===== config.mk =====
export PLATFORM = sky130hd
export DESIGN_NAME = lcd_status_reader_flat
export DESIGN_NICKNAME = d
export VERILOG_FILES = /design/src/rtl/lcd_status_reader_if.sv /design/src/rtl/lcd_status_reader.sv /design/src/flat_wrapper.sv
export SDC_FILE = /design/constraint.sdc
export NUM_CORES = 1
export LEC_CHECK = 0
export BUFFER_PORTS_ARGS = -buffer_cell sky130_fd_sc_hd__buf_2
export CAP_MARGIN = 10
export CORE_UTILIZATION = 25
export CTS_CLUSTER_DIAMETER = 120
export DETAILED_ROUTE_END_ITERATION = 16
export GPL_TIMING_DRIVEN = 0
export PLACE_DENSITY = 0.42
export SLEW_MARGIN = 30
export SYNTH_ARGS = -nofsm -noshare
export SYNTH_HDL_FRONTEND = slang
export SYNTH_SLANG_ARGS = --single-unit

===== constraint.sdc =====
create_clock -name clk -period 2.7 [get_ports clk]
set_clock_uncertainty 0.05 [all_clocks]
set_input_delay 0 -clock clk [delete_from_list [all_inputs] [get_ports clk]]
set_output_delay 0 -clock clk [all_outputs]
set_load 0.005 [all_outputs]

===== src/rtl/lcd_status_reader_if.sv =====
// Bus bundle for the HD44780 status reader: request handshake, LCD pins and results.
interface lcd_status_reader_if;
  logic       start;
  logic       wait_ready;
  logic [7:0] lcd_db_in;
  logic       lcd_rs;
  logic       lcd_rw;
  logic       lcd_e;
  logic       active;
  logic       done;
  logic       ready;
  logic [6:0] addr;
  logic       timeout;

  // Requester side: issues reads and drives the pad read-back value.
  modport master (
    output start, wait_ready, lcd_db_in,
    input  lcd_rs, lcd_rw, lcd_e, active, done, ready, addr, timeout
  );

  // Reader side: owns the LCD strobes and reports busy flag / address counter.
  modport slave (
    input  start, wait_ready, lcd_db_in,
    output lcd_rs, lcd_rw, lcd_e, active, done, ready, addr, timeout
  );
endinterface


===== src/rtl/lcd_status_reader.sv =====
// HD44780 status read engine: fetches busy flag and address counter with
// RS=0/RW=1 read cycles, either once or polling until the LCD is not busy.
module lcd_status_reader #(
  parameter int SETUP_CYC = 2,
  parameter int EHIGH_CYC = 12,
  parameter int EHOLD_CYC = 2,
  parameter int GAP_CYC   = 25,
  parameter int MAX_READS = 200
) (
  input logic              clk,
  input logic              rst,
  lcd_status_reader_if.slave bus
);

  localparam int MAX_AB  = (SETUP_CYC > EHIGH_CYC) ? SETUP_CYC : EHIGH_CYC;
  localparam int MAX_CD  = (EHOLD_CYC > GAP_CYC) ? EHOLD_CYC : GAP_CYC;
  localparam int MAX_ABC = (MAX_AB > MAX_CD) ? MAX_AB : MAX_CD;
  localparam int MAX_ALL = (MAX_ABC > MAX_READS) ? MAX_ABC : MAX_READS;
  localparam int CW_RAW  = $clog2(MAX_ALL) + 1;
  localparam int CW      = (CW_RAW < 5) ? 5 : CW_RAW;

  localparam logic [2:0] ST_IDLE  = 3'd0;
  localparam logic [2:0] ST_SETUP = 3'd1;
  localparam logic [2:0] ST_EHIGH = 3'd2;
  localparam logic [2:0] ST_EHOLD = 3'd3;
  localparam logic [2:0] ST_GAP   = 3'd4;
  localparam logic [2:0] ST_DONE  = 3'd5;

  logic [2:0]    state;
  logic [2:0]    state_nxt;
  logic [CW-1:0] cnt;
  logic          phase_last;
  logic          sample_now;
  logic          gap_end;
  logic          retry;
  logic          mode;
  logic          busy_s;
  logic [7:0]    read_cnt;

  // Flags the final cycle of whichever timed phase the FSM is in.
  always_comb begin
    phase_last = 1'b0;
    case (state)
      ST_SETUP: phase_last = (cnt == CW'(SETUP_CYC - 1));
      ST_EHIGH: phase_last = (cnt == CW'(EHIGH_CYC - 1));
      ST_EHOLD: phase_last = (cnt == CW'(EHOLD_CYC - 1));
      ST_GAP:   phase_last = (cnt == CW'(GAP_CYC - 1));
      default:  phase_last = 1'b0;
    endcase
  end

  assign sample_now = (state == ST_EHIGH) && phase_last;
  assign gap_end    = (state == ST_GAP) && phase_last;
  assign retry      = mode && busy_s && (read_cnt < 8'(MAX_READS));

  // Next-state selection; a poll loops back to SETUP while busy and under the read limit.
  always_comb begin
    state_nxt = state;
    case (state)
      ST_IDLE:  if (bus.start) state_nxt = ST_SETUP;
      ST_SETUP: if (phase_last) state_nxt = ST_EHIGH;
      ST_EHIGH: if (phase_last) state_nxt = ST_EHOLD;
      ST_EHOLD: if (phase_last) state_nxt = ST_GAP;
      ST_GAP:   if (phase_last) state_nxt = retry ? ST_SETUP : ST_DONE;
      ST_DONE:  state_nxt = ST_IDLE;
      default:  state_nxt = ST_IDLE;
    endcase
  end

  // State register and per-phase cycle counter, restarted on every phase change.
  always_ff @(posedge clk or posedge rst) begin
    if (rst) begin
      state <= ST_IDLE;
      cnt   <= '0;
    end else begin
      state <= state_nxt;
      if (state_nxt != state || state == ST_IDLE || state == ST_DONE)
        cnt <= '0;
      else
        cnt <= cnt + CW'(1);
    end
  end

  // Request latching, data capture on the last E-high cycle, and result flags.
  always_ff @(posedge clk or posedge rst) begin
    if (rst) begin
      mode        <= 1'b0;
      busy_s      <= 1'b0;
      read_cnt    <= 8'd0;
      bus.addr    <= 7'd0;
      bus.ready   <= 1'b0;
      bus.timeout <= 1'b0;
    end else begin
      if (state == ST_IDLE && bus.start) begin
        mode        <= bus.wait_ready;
        bus.timeout <= 1'b0;
        read_cnt    <= 8'd0;
      end
      if (sample_now) begin
        bus.addr <= bus.lcd_db_in[6:0];
        busy_s   <= bus.lcd_db_in[7];
        if (read_cnt != 8'hFF)
          read_cnt <= read_cnt + 8'd1;
      end
      if (gap_end && !retry) begin
        bus.ready <= ~busy_s;
        if (mode && busy_s)
          bus.timeout <= 1'b1;
      end
    end
  end

  // Registered LCD strobes and status outputs, decoded from the upcoming state.
  always_ff @(posedge clk or posedge rst) begin
    if (rst) begin
      bus.lcd_rs <= 1'b0;
      bus.lcd_rw <= 1'b0;
      bus.lcd_e  <= 1'b0;
      bus.active <= 1'b0;
      bus.done   <= 1'b0;
    end else begin
      bus.lcd_rs <= 1'b0;
      bus.lcd_rw <= state_nxt inside {ST_SETUP, ST_EHIGH, ST_EHOLD, ST_GAP};
      bus.active <= state_nxt inside {ST_SETUP, ST_EHIGH, ST_EHOLD, ST_GAP};
      bus.lcd_e  <= (state_nxt == ST_EHIGH);
      bus.done   <= (state_nxt == ST_DONE);
    end
  end

endmodule


===== src/flat_wrapper.sv =====
// flat-port wrapper written by rule: the top's interface ports become plain ports
module lcd_status_reader_flat 
#(
  parameter int SETUP_CYC = 2,
  parameter int EHIGH_CYC = 12,
  parameter int EHOLD_CYC = 2,
  parameter int GAP_CYC   = 25,
  parameter int MAX_READS = 200
)
  (clk, rst, bus_start, bus_wait_ready, bus_lcd_db_in, bus_lcd_rs, bus_lcd_rw, bus_lcd_e, bus_active, bus_done, bus_ready, bus_addr, bus_timeout);
  lcd_status_reader_if bus_i ();
  input logic clk;
  input logic rst;
  input wire logic [$bits(bus_i.start)-1:0] bus_start;
  input wire logic [$bits(bus_i.wait_ready)-1:0] bus_wait_ready;
  input wire logic [$bits(bus_i.lcd_db_in)-1:0] bus_lcd_db_in;
  output wire logic [$bits(bus_i.lcd_rs)-1:0] bus_lcd_rs;
  output wire logic [$bits(bus_i.lcd_rw)-1:0] bus_lcd_rw;
  output wire logic [$bits(bus_i.lcd_e)-1:0] bus_lcd_e;
  output wire logic [$bits(bus_i.active)-1:0] bus_active;
  output wire logic [$bits(bus_i.done)-1:0] bus_done;
  output wire logic [$bits(bus_i.ready)-1:0] bus_ready;
  output wire logic [$bits(bus_i.addr)-1:0] bus_addr;
  output wire logic [$bits(bus_i.timeout)-1:0] bus_timeout;
  assign bus_i.start = bus_start;
  assign bus_i.wait_ready = bus_wait_ready;
  assign bus_i.lcd_db_in = bus_lcd_db_in;
  assign bus_lcd_rs = bus_i.lcd_rs;
  assign bus_lcd_rw = bus_i.lcd_rw;
  assign bus_lcd_e = bus_i.lcd_e;
  assign bus_active = bus_i.active;
  assign bus_done = bus_i.done;
  assign bus_ready = bus_i.ready;
  assign bus_addr = bus_i.addr;
  assign bus_timeout = bus_i.timeout;
  lcd_status_reader #(.SETUP_CYC(SETUP_CYC), .EHIGH_CYC(EHIGH_CYC), .EHOLD_CYC(EHOLD_CYC), .GAP_CYC(GAP_CYC), .MAX_READS(MAX_READS)) u_core (.clk(clk), .rst(rst), .bus(bus_i));
endmodule

# Word level (Yosys, flattened, before mapping)
# Index checks and enable logic that the tools add are counted.
# totals
word_cells	57
output_inout_bits	14
in_bits	12
regBits	34
# classes
mux	15
add_sub_neg	2
bitwise_logic	1
n_lt_le_gt_ge	1
reduce_logical	12
eq_ne	15
# ops
cell	count
2-to-1 mux 8 bit	3
2-to-1 mux 3 bit	6
case mux 3 bit (5 select lines)	1
== test 3 x 2 -> 1 bit, second input constant	4
== test 3 bit, second input constant	4
adder 9 x 1 -> 9 bit, second input constant	1
== test 9 x 1 -> 1 bit, second input constant	1
== test 9 x 4 -> 1 bit, second input constant	1
== test 9 x 5 -> 1 bit, second input constant	1
2-to-1 mux 9 bit	1
adder 8 x 1 -> 8 bit, second input constant	1
< comparator 8 bit, second input constant	1
!= test 8 bit, second input constant	1
== test 3 x 1 -> 1 bit, second input constant	2
logical AND 1 bit	6
nonzero test 4 bit	1
logical NOT 3 bit	1
2-to-1 mux 1 bit	3
!= test 3 bit	1
case mux 1 bit (3 select lines)	1
logical OR 1 bit	2
OR reduction 2 bit	1
logical NOT 1 bit	1
NOT 1 bit	1

# Logic depth before layout (Yosys ltp)
# Gate-level depths: netlist of the first run.
# depth
word_depth	9
mapped_depth	6
ltp_nobuf	5

# Worst setup path before layout of the first run
# OpenSTA, ideal clock, no wires.
# synth_path
path_kind	flip-flop to flip-flop
startpoint	reg u_core.state[1]
endpoint	reg u_core.bus.addr[0]
path_slack_ns	0.725
period_less_slack_ns	1.975
path_buffers	1
required_time_ns	2.525
arrival_time_ns	1.800
stages_incl_launch_ff	7
setup_time_ns	0.125
cell_sequence	dfrtp_1 or3b_4 nor4b_4 or3_1 buf_6 nand3_4 mux2_2
# synth_between
elab_chain_cells	4
word_cells_on_any_way	7
cone_classes	eq/ne: 4; mux: 1; reduce/logical: 2
# synth_rtl
element	line	rtl
from (decl)	lcd_status_reader.sv:29	logic [2:0] state;
from (signal assigned)	lcd_status_reader.sv:76	state <= state_nxt;
== test 3 x 1 -> 1 bit / == test 3 x 2 -> 1 bit (equally long branches)	lcd_status_reader.sv:43	case (state)
OR reduction 2 bit (no line)	n/a	
case mux 1 bit (3 select lines)	lcd_status_reader.sv:43	
logical AND 1 bit (*)	lcd_status_reader.sv:52	assign sample_now = (state == ST_EHIGH) && phase_last;
to (signal assigned)	lcd_status_reader.sv:100	bus.addr <= bus.lcd_db_in[6:0];
to (decl)	lcd_status_reader_if.sv:24	output lcd_rs, lcd_rw, lcd_e, active, done, ready, addr, timeout
# Every way passes the cells marked *; elsewhere a longest branch is shown, timed or not.
# A chain may end at the register's enable or synchronous reset.

# Worst setup path in the final report of the first run
# layout_path
startpoint	reg u_core.state[2]
endpoint	reg u_core.read_cnt[7]
# layout_between
elab_chain_cells	5
word_cells_on_any_way	12
cone_classes	eq/ne: 4; mux: 4; reduce/logical: 4
# layout_rtl
element	line	rtl
== test 3 x 1 -> 1 bit, or another cell as far along	lcd_status_reader.sv:43	
OR reduction 2 bit (no line) / logical AND 1 bit (equally long branches)	n/a	
case mux 1 bit (3 select lines) / 2-to-1 mux 8 bit (equally long branches)	lcd_status_reader.sv:43, lcd_status_reader.sv:94	
logical AND 1 bit / 2-to-1 mux 8 bit (equally long branches)	lcd_status_reader.sv:52, lcd_status_reader.sv:102	
2-to-1 mux 8 bit (*)	lcd_status_reader.sv:99	if (sample_now) begin
to (signal assigned)	lcd_status_reader.sv:103	read_cnt <= read_cnt + 8'd1;
to (decl)	lcd_status_reader.sv:38	logic [7:0] read_cnt;
# Marks and branches as above.

==> flow_metrics.py, run 1 <==
metrics = {
    "sta": {
        "setup_tns_ns": 0,
        "timing.final.crit_share_pct": 85.4,
        "setup_viol": 0,
        "rsz0062_at_grt": "false",
        "finalHoldViolations": 0,
        "relSlewSlack_pct": 56.4,
        "maxSlewViolCount": 0,
        "worst_slack_ns": 0.395,
        "tightest_slew_ns": 0.650,
        "min_period_ns": 2.31,
        "max_freq_mhz": 434,
    },
    "synth": {
        "synth_edf_count": 0,
        "synthArstFlopShare_pct": 100,
        "yosysUniqueCellTypes": 42,
        "synth-seq-area-share_pct": 47.5,
        "syn_avg_cell_area_um2": 10.5,
        "syn-cell-area_um2": 1790,
        "syn_inst": 171,
        "syn_nets": 185,
        "ys_ff_latch": 34,
        "yosysWarningCount": 0,
        "synthFlopType": "dfrtp_1",
    },
    "clocking": {
        "cts_setup_buffers": 0,
        "clock_sinks": 34,
        "clk_path_buf_depth": 2,
        "root_buffer": "clkbuf_8",
        "cts.repair.resized": 0,
        "htreeDepth": 2,
        "insertion_delay_ns": 0.29,
        "clk_pin_slew_ns": 0.07,
        "cts_tree": "yes",
        "cts_made_buffers": 5,
    },
    "worst_setup_path": {
        "r2r_start": "u_core.state[2]$_DFF_PP0_",
        "crit_slowest_cell": "a311oi_1",
        "path_class": "reg2reg",
        "critPathTopFamily": "compound AO/OA/AOI/OAI gates",
        "critPathBufInv": 1,
        "worst-r2r-cell-count": 6,
        "cp.depth": 6,
        "cpPeakStageDelay_ns": 0.53,
        "crit_fanout": 10,
        "reg2reg_to": "u_core.read_cnt[7]$_DFF_PP0_",
        "cp_cell_sequence": "clkbuf_1 > nand2b_1 > nand2b_1 > a311oi_1 > nand2_1 > a31o_2",
        "cp-end-kind": "register",
        "cp.required_ns": 2.83,
        "critPathLaunchType": "register",
        "reg2reg_slack_ns": 0.39,
        "cp.arrival_ns": 2.43,
        "timing.critical_path.mode_cell": "nand2b_1",
    },
    "power": {
        "power.leakage_nw": 1.08,
        "p_clk_share_pct": 25.1,
        "ir_worst_vdd_mv": 0.195,
        "power_frac_seq_pct": 41.1,
        "switchingPower_mw": 0.579,
        "p_per_area_nw_per_um2": 702,
        "combPwrFrac_pct": 33.8,
        "p_int_mw": 1.01,
        "swShare_pct": 36.5,
    },
    "drt": {
        "wl_per_cell_um": 12.1,
        "postRouteAntennaNets": 0,
        "num_vias": 1369,
        "dr.pass1.iters": 4,
        "post-route-drc-count": 0,
        "initialDrtViolationCount": 76,
        "wl_um": 3760,
        "via_per_inst": 4.40,
    },
    "placed_design": {
        "placedCellCount": 292,
        "gp_congestion": 0.715,
        "io_buffer_count": 24,
        "placed_area_um2": 2050,
        "dp_slack_ns": 0.367,
        "hpwl_um": 2670,
    },
    "cells_and_area": {
        "antennaDiodeCount": 0,
        "layout_commonest_cell": "dfrtp_1",
        "final_nets": 228,
        "final_cells": 311,
        "final_cell_mix": "dfrtp_1, buf_2, nor2_1",
        "multiInputGateArea_um2": 882,
        "ff_latch_area_um2": 851,
        "area_growth_pct": 26.0,
        "layout-drive-gt1-share_pct": 23.7,
        "final_cell_area_um2": 2260,
        "nFillCells": 720,
    },
    "status": {
        "outcome": "finished clean",
    },
    "grt": {
        "grt_max_degree": 27,
        "grt_pass1_wl_um": 6350,
        "gr-usage-all-layers_pct": 10.9,
        "grt_pass1_vias": 1309,
        "antenna_found_initial": 0,
        "grt.overflow.total": 0,
    },
    "floorplanning": {
        "core_um2": 6870,
        "die-area_um2": 7510,
        "ioPinCount": 26,
        "row_count": 30,
        "dieHeight_um": 86.7,
        "initial_core_util_pct": 26.1,
        "die_w_um": 86.7,
    },
    "run": {
        "cap_violations": 0,
    },
    "min_path": {
        "hold_path.class": "in2async",
    },
}
## worst max path at each step
stage,from,end,slack [ns]
2_1_floorplan,u_core.state[1]$_DFF_PP0_,u_core.bus.addr[0]$_DFFE_PP0P_,0.72
6_report,u_core.state[2]$_DFF_PP0_,u_core.read_cnt[7]$_DFF_PP0_,0.39
5_1_grt,u_core.state[2]$_DFF_PP0_,u_core.read_cnt[7]$_DFF_PP0_,0.20
3_3_place_gp,u_core.state[2]$_DFF_PP0_,u_core.read_cnt[7]$_DFF_PP0_,0.36
4_1_cts,u_core.state[2]$_DFF_PP0_,u_core.read_cnt[7]$_DFF_PP0_,0.37
3_5_place_dp,u_core.state[2]$_DFF_PP0_,u_core.read_cnt[7]$_DFF_PP0_,0.37
## layer usage
metal  track usage, %  vias to the layer above  wire (um)
met5                0                        -          0
met2             17.0                       15       1750
met3             3.24                        6        110
met1             14.4                      667       1840
li1                 -                      681          -
met4             4.09                        0         54
## kinds of logic after synthesis
logic type / Yosys count / share of synthesized area [%]
simple gates: 74 / 23.1
flops: 34 / 47.5
compound gates: 18 / 7.96
mux: 18 / 10.7
xor+xnor: 12 / 5.86
buf+inv: 12 / 3.35
fa+ha+maj: 2 / 1.40
other cells: 1 / 0.209
## sequential cells by signal, indices dropped and copies added (netlist names), 3 cells and up
| signal | flops |
|---|---|
| u_core.read_cnt | 8 |
| u_core.bus.addr | 7 |
| u_core.cnt | 9 |
| u_core.state | 3 |
## power groups by stage
stage                     Clock [mW]  Sequential (mW)  Combinational, mW
after floorplan                    0            0.645              0.393
after global placement             0            0.660              0.527
after detailed placement           0            0.662              0.529
after CTS                      0.418            0.652              0.544
after global routing           0.441            0.662              0.605
final                          0.397            0.651              0.536
## worst register-to-register path: stages, from the launching register on
cell      delay, ns
dfrtp_1        0.41
clkbuf_1       0.23
nand2b_1       0.25
nand2b_1       0.18
a311oi_1       0.53
nand2_1        0.25
a31o_2         0.29
## layout make-up
type / instances / share of cell area [%]
Multi-Input combinational cell: 125 / 39.1
Timing Repair Buffer: 36 / 11.1
Clock inverter: 2 / 0.554
Clock buffer: 6 / 3.66
Sequential cell: 34 / 37.7
Tap cell: 96 / 5.32
Inverter: 5 / 0.831
Buffer: 7 / 1.83
## stage by stage
stage	hold slack [ns]	utilization [%]	total power [mW]
floorplan	0.0916	-	1.04
global placement	0.185	29.6	1.19
detailed placement	-0.115	29.9	1.19
CTS	0.110	32.9	1.61
global route	0.118	32.9	1.71
finish	0.118	32.9	1.58
## cell usage after synthesis (all sizes together) (2+ instances only)
cell type   n  area (um2)
a311oi      2        17.5
a31oi       2        12.5
and2        3        18.8
and3        7        43.8
buf         3        26.3
clkbuf      4        15.0
dfrtp      34         851
ha          2        25.0
inv         5        18.8
mux2        9         101
mux2i       9        90.1
nand2      13        48.8
nand2b      5        31.3
nand3      12        72.6
nand4       3        18.8
nor2       16        60.1
nor2b       7        43.8
o21ai       3        15.0
or3         2        12.5
xnor2       4        35.0
xor2        8        70.1
## repair_timing
action | CTS | global route
endpoints found under the setup margin | 0 | 0
endpoints found under the hold margin | 44 | 0
hold buffers | 11 | 0
No activity file was read; power rests on OpenSTA's default activity.
==> run 2, diff against run 1 <==
==> constraint.sdc (replaced) <==
create_clock -name clk -period 2.7 [get_ports clk]
set_clock_uncertainty 0.05 [all_clocks]
set_input_delay 0.135 -clock clk [delete_from_list [all_inputs] [get_ports clk]]
set_output_delay 0.135 -clock clk [all_outputs]
set_load 0.005 [all_outputs]
==> flow_metrics.py, run 2 (synthesis results as in run 1) <==
metrics = {
    "worst_setup_path": {
        "cp.arrival_ns": 2.43,
        "crit_slowest_cell": "a311oi_1",
        "cp.required_ns": 2.83,
        "cpPeakStageDelay_ns": 0.53,
        "timing.critical_path.mode_cell": "nand2b_1",
        "cp_cell_sequence": "clkbuf_1 > nand2b_1 > nand2b_1 > a311oi_1 > nand2_1 > a31o_2",
        "cp-end-kind": "register",
        "critPathLaunchType": "register",
        "path_class": "reg2reg",
        "reg2reg_slack_ns": 0.39,
        "crit_fanout": 10,
    },
    "power": {
        "power.leakage_nw": 1.04,
        "p_per_area_nw_per_um2": 729,
        "finalPower_mw": 1.57,
        "ir_worst_vdd_mv": 0.195,
    },
    "clocking": {
        "cts_setup_buffers": 0,
        "insertion_delay_ns": 0.29,
        "htreeDepth": 2,
        "cts_tree": "yes",
        "clk_pin_slew_ns": 0.07,
        "cts.repair.resized": 0,
        "cts_made_buffers": 5,
        "root_buffer": "clkbuf_8",
        "clock_sinks": 34,
        "clk_path_buf_depth": 2,
    },
    "drt": {
        "initialDrtViolationCount": 79,
        "postRouteAntennaNets": 0,
        "wl_um": 3710,
        "wl_per_cell_um": 12.3,
        "num_vias": 1330,
        "via_per_inst": 4.42,
        "post-route-drc-count": 0,
        "dr.pass1.iters": 4,
    },
    "cells_and_area": {
        "layout_commonest_cell": "dfrtp_1",
        "nFillCells": 726,
        "largest-register": "u_core.cnt",
        "reg_top3": "u_core.cnt (9), u_core.read_cnt (8), u_core.bus.addr (7)",
        "final_nets": 218,
        "largest_reg_flops": 9,
        "area_growth_pct": 20.4,
        "final_cell_mix": "dfrtp_1, buf_2, nor2_1",
        "antennaDiodeCount": 0,
        "layout-drive-gt1-share_pct": 24.9,
    },
    "floorplanning": {
        "core_um2": 6870,
        "initial_core_util_pct": 26.1,
        "dieHeight_um": 86.7,
        "die-area_um2": 7510,
        "ioPinCount": 26,
        "row_count": 30,
        "die_w_um": 86.7,
    },
    "grt": {
        "gr-usage-all-layers_pct": 10.8,
        "antenna_found_initial": 0,
        "grt_pass1_vias": 1272,
        "grt_pass1_wl_um": 6230,
        "grt_max_degree": 27,
        "grt.overflow.total": 0,
    },
    "placed_design": {
        "gp_congestion": 0.715,
        "io_buffer_count": 24,
        "hpwl_um": 2670,
    },
    "sta": {
        "setup_viol": 0,
        "max_freq_mhz": 434,
        "relSlewSlack_pct": 56.3,
        "finalHoldViolations": 0,
        "maxSlewViolCount": 0,
        "tightest_slew_ns": 0.650,
        "setup_tns_ns": 0,
        "rsz0062_at_grt": "false",
        "min_period_ns": 2.31,
        "timing.final.crit_share_pct": 85.4,
    },
    "min_path": {
        "hold_path.class": "in2reg",
    },
    "status": {
        "outcome": "finished clean",
    },
    "run": {
        "cap_violations": 0,
    },
}
==> run 2: cell type report <==
class	count	area, um2	share of cell area, %
clock inverter	2	12.5	0.580
sequential	34	851	39.4
timing repair buffer	26	150	6.96
buffer	7	41.3	1.91
tap	96	120	5.57
inverter	5	18.8	0.870
clock buffer	6	82.6	3.83
multi-input combinational	125	882	40.9
==> run 2: per-layer routing <==
metal | routed length [um] | track usage [%]
met1 | 1820 | 14.2
met2 | 1730 | 16.6
met3 | 108 | 3.24
met4 | 54 | 4.09
met5 | 0 | 0
==> run 2: final timing paths <==
kind | from | to | cells past startpoint
max | u_core.state[2]$_DFF_PP0_ | u_core.read_cnt[7]$_DFF_PP0_ | 6
min | bus_lcd_db_in[3] | u_core.bus.addr[3]$_DFFE_PP0P_ | 2
max reg2reg | u_core.state[2]$_DFF_PP0_ | u_core.read_cnt[7]$_DFF_PP0_ | 6
min reg2reg | u_core.busy_s$_DFFE_PP0P_ | u_core.bus.ready$_DFFE_PP0P_ | 1
max in group asynchronous | rst | u_core.read_cnt[3]$_DFF_PP0_ | 4
min in group asynchronous | rst | u_core.bus.addr[3]$_DFFE_PP0P_ | 3
==> run 2: critical path, delay by kind of cell (launching register included) <==
kind / cells / cell delay [ns]
and+or+nand+nor: 3 / 0.68
AOI/OAI and AO/OA: 2 / 0.82
DFF: 1 / 0.41
buffers and inverters: 1 / 0.23
==> run 2: repair_timing <==
item | 4_1_cts | 5_1_grt
endpoints found under the hold margin | 34 | 0
hold buffers | 1 | 0
endpoints found under the setup margin | 0 | 0
==> run 2: metrics by stage <==
stage                     area [um2]  utilization [%]  cells  worst slack [ns]  hold slack [ns]
after floorplan                 1790                -    171             0.725            0.227
after global placement          2030             29.6    291             0.358            0.320
after detailed placement        2050             29.9    292             0.367           0.0196
after CTS                       2160             31.4    301             0.367           0.0134
after global routing            2160             31.4    301             0.204           0.0107
final                           2160             31.4    301             0.394           0.0227
==> run 2: where the power goes <==
part           internal (mW)  switching (mW)  total, mW
Clock                  0.205           0.192      0.397
Sequential             0.576          0.0755      0.651
Combinational          0.216           0.309      0.525
Total                  0.996           0.577       1.57
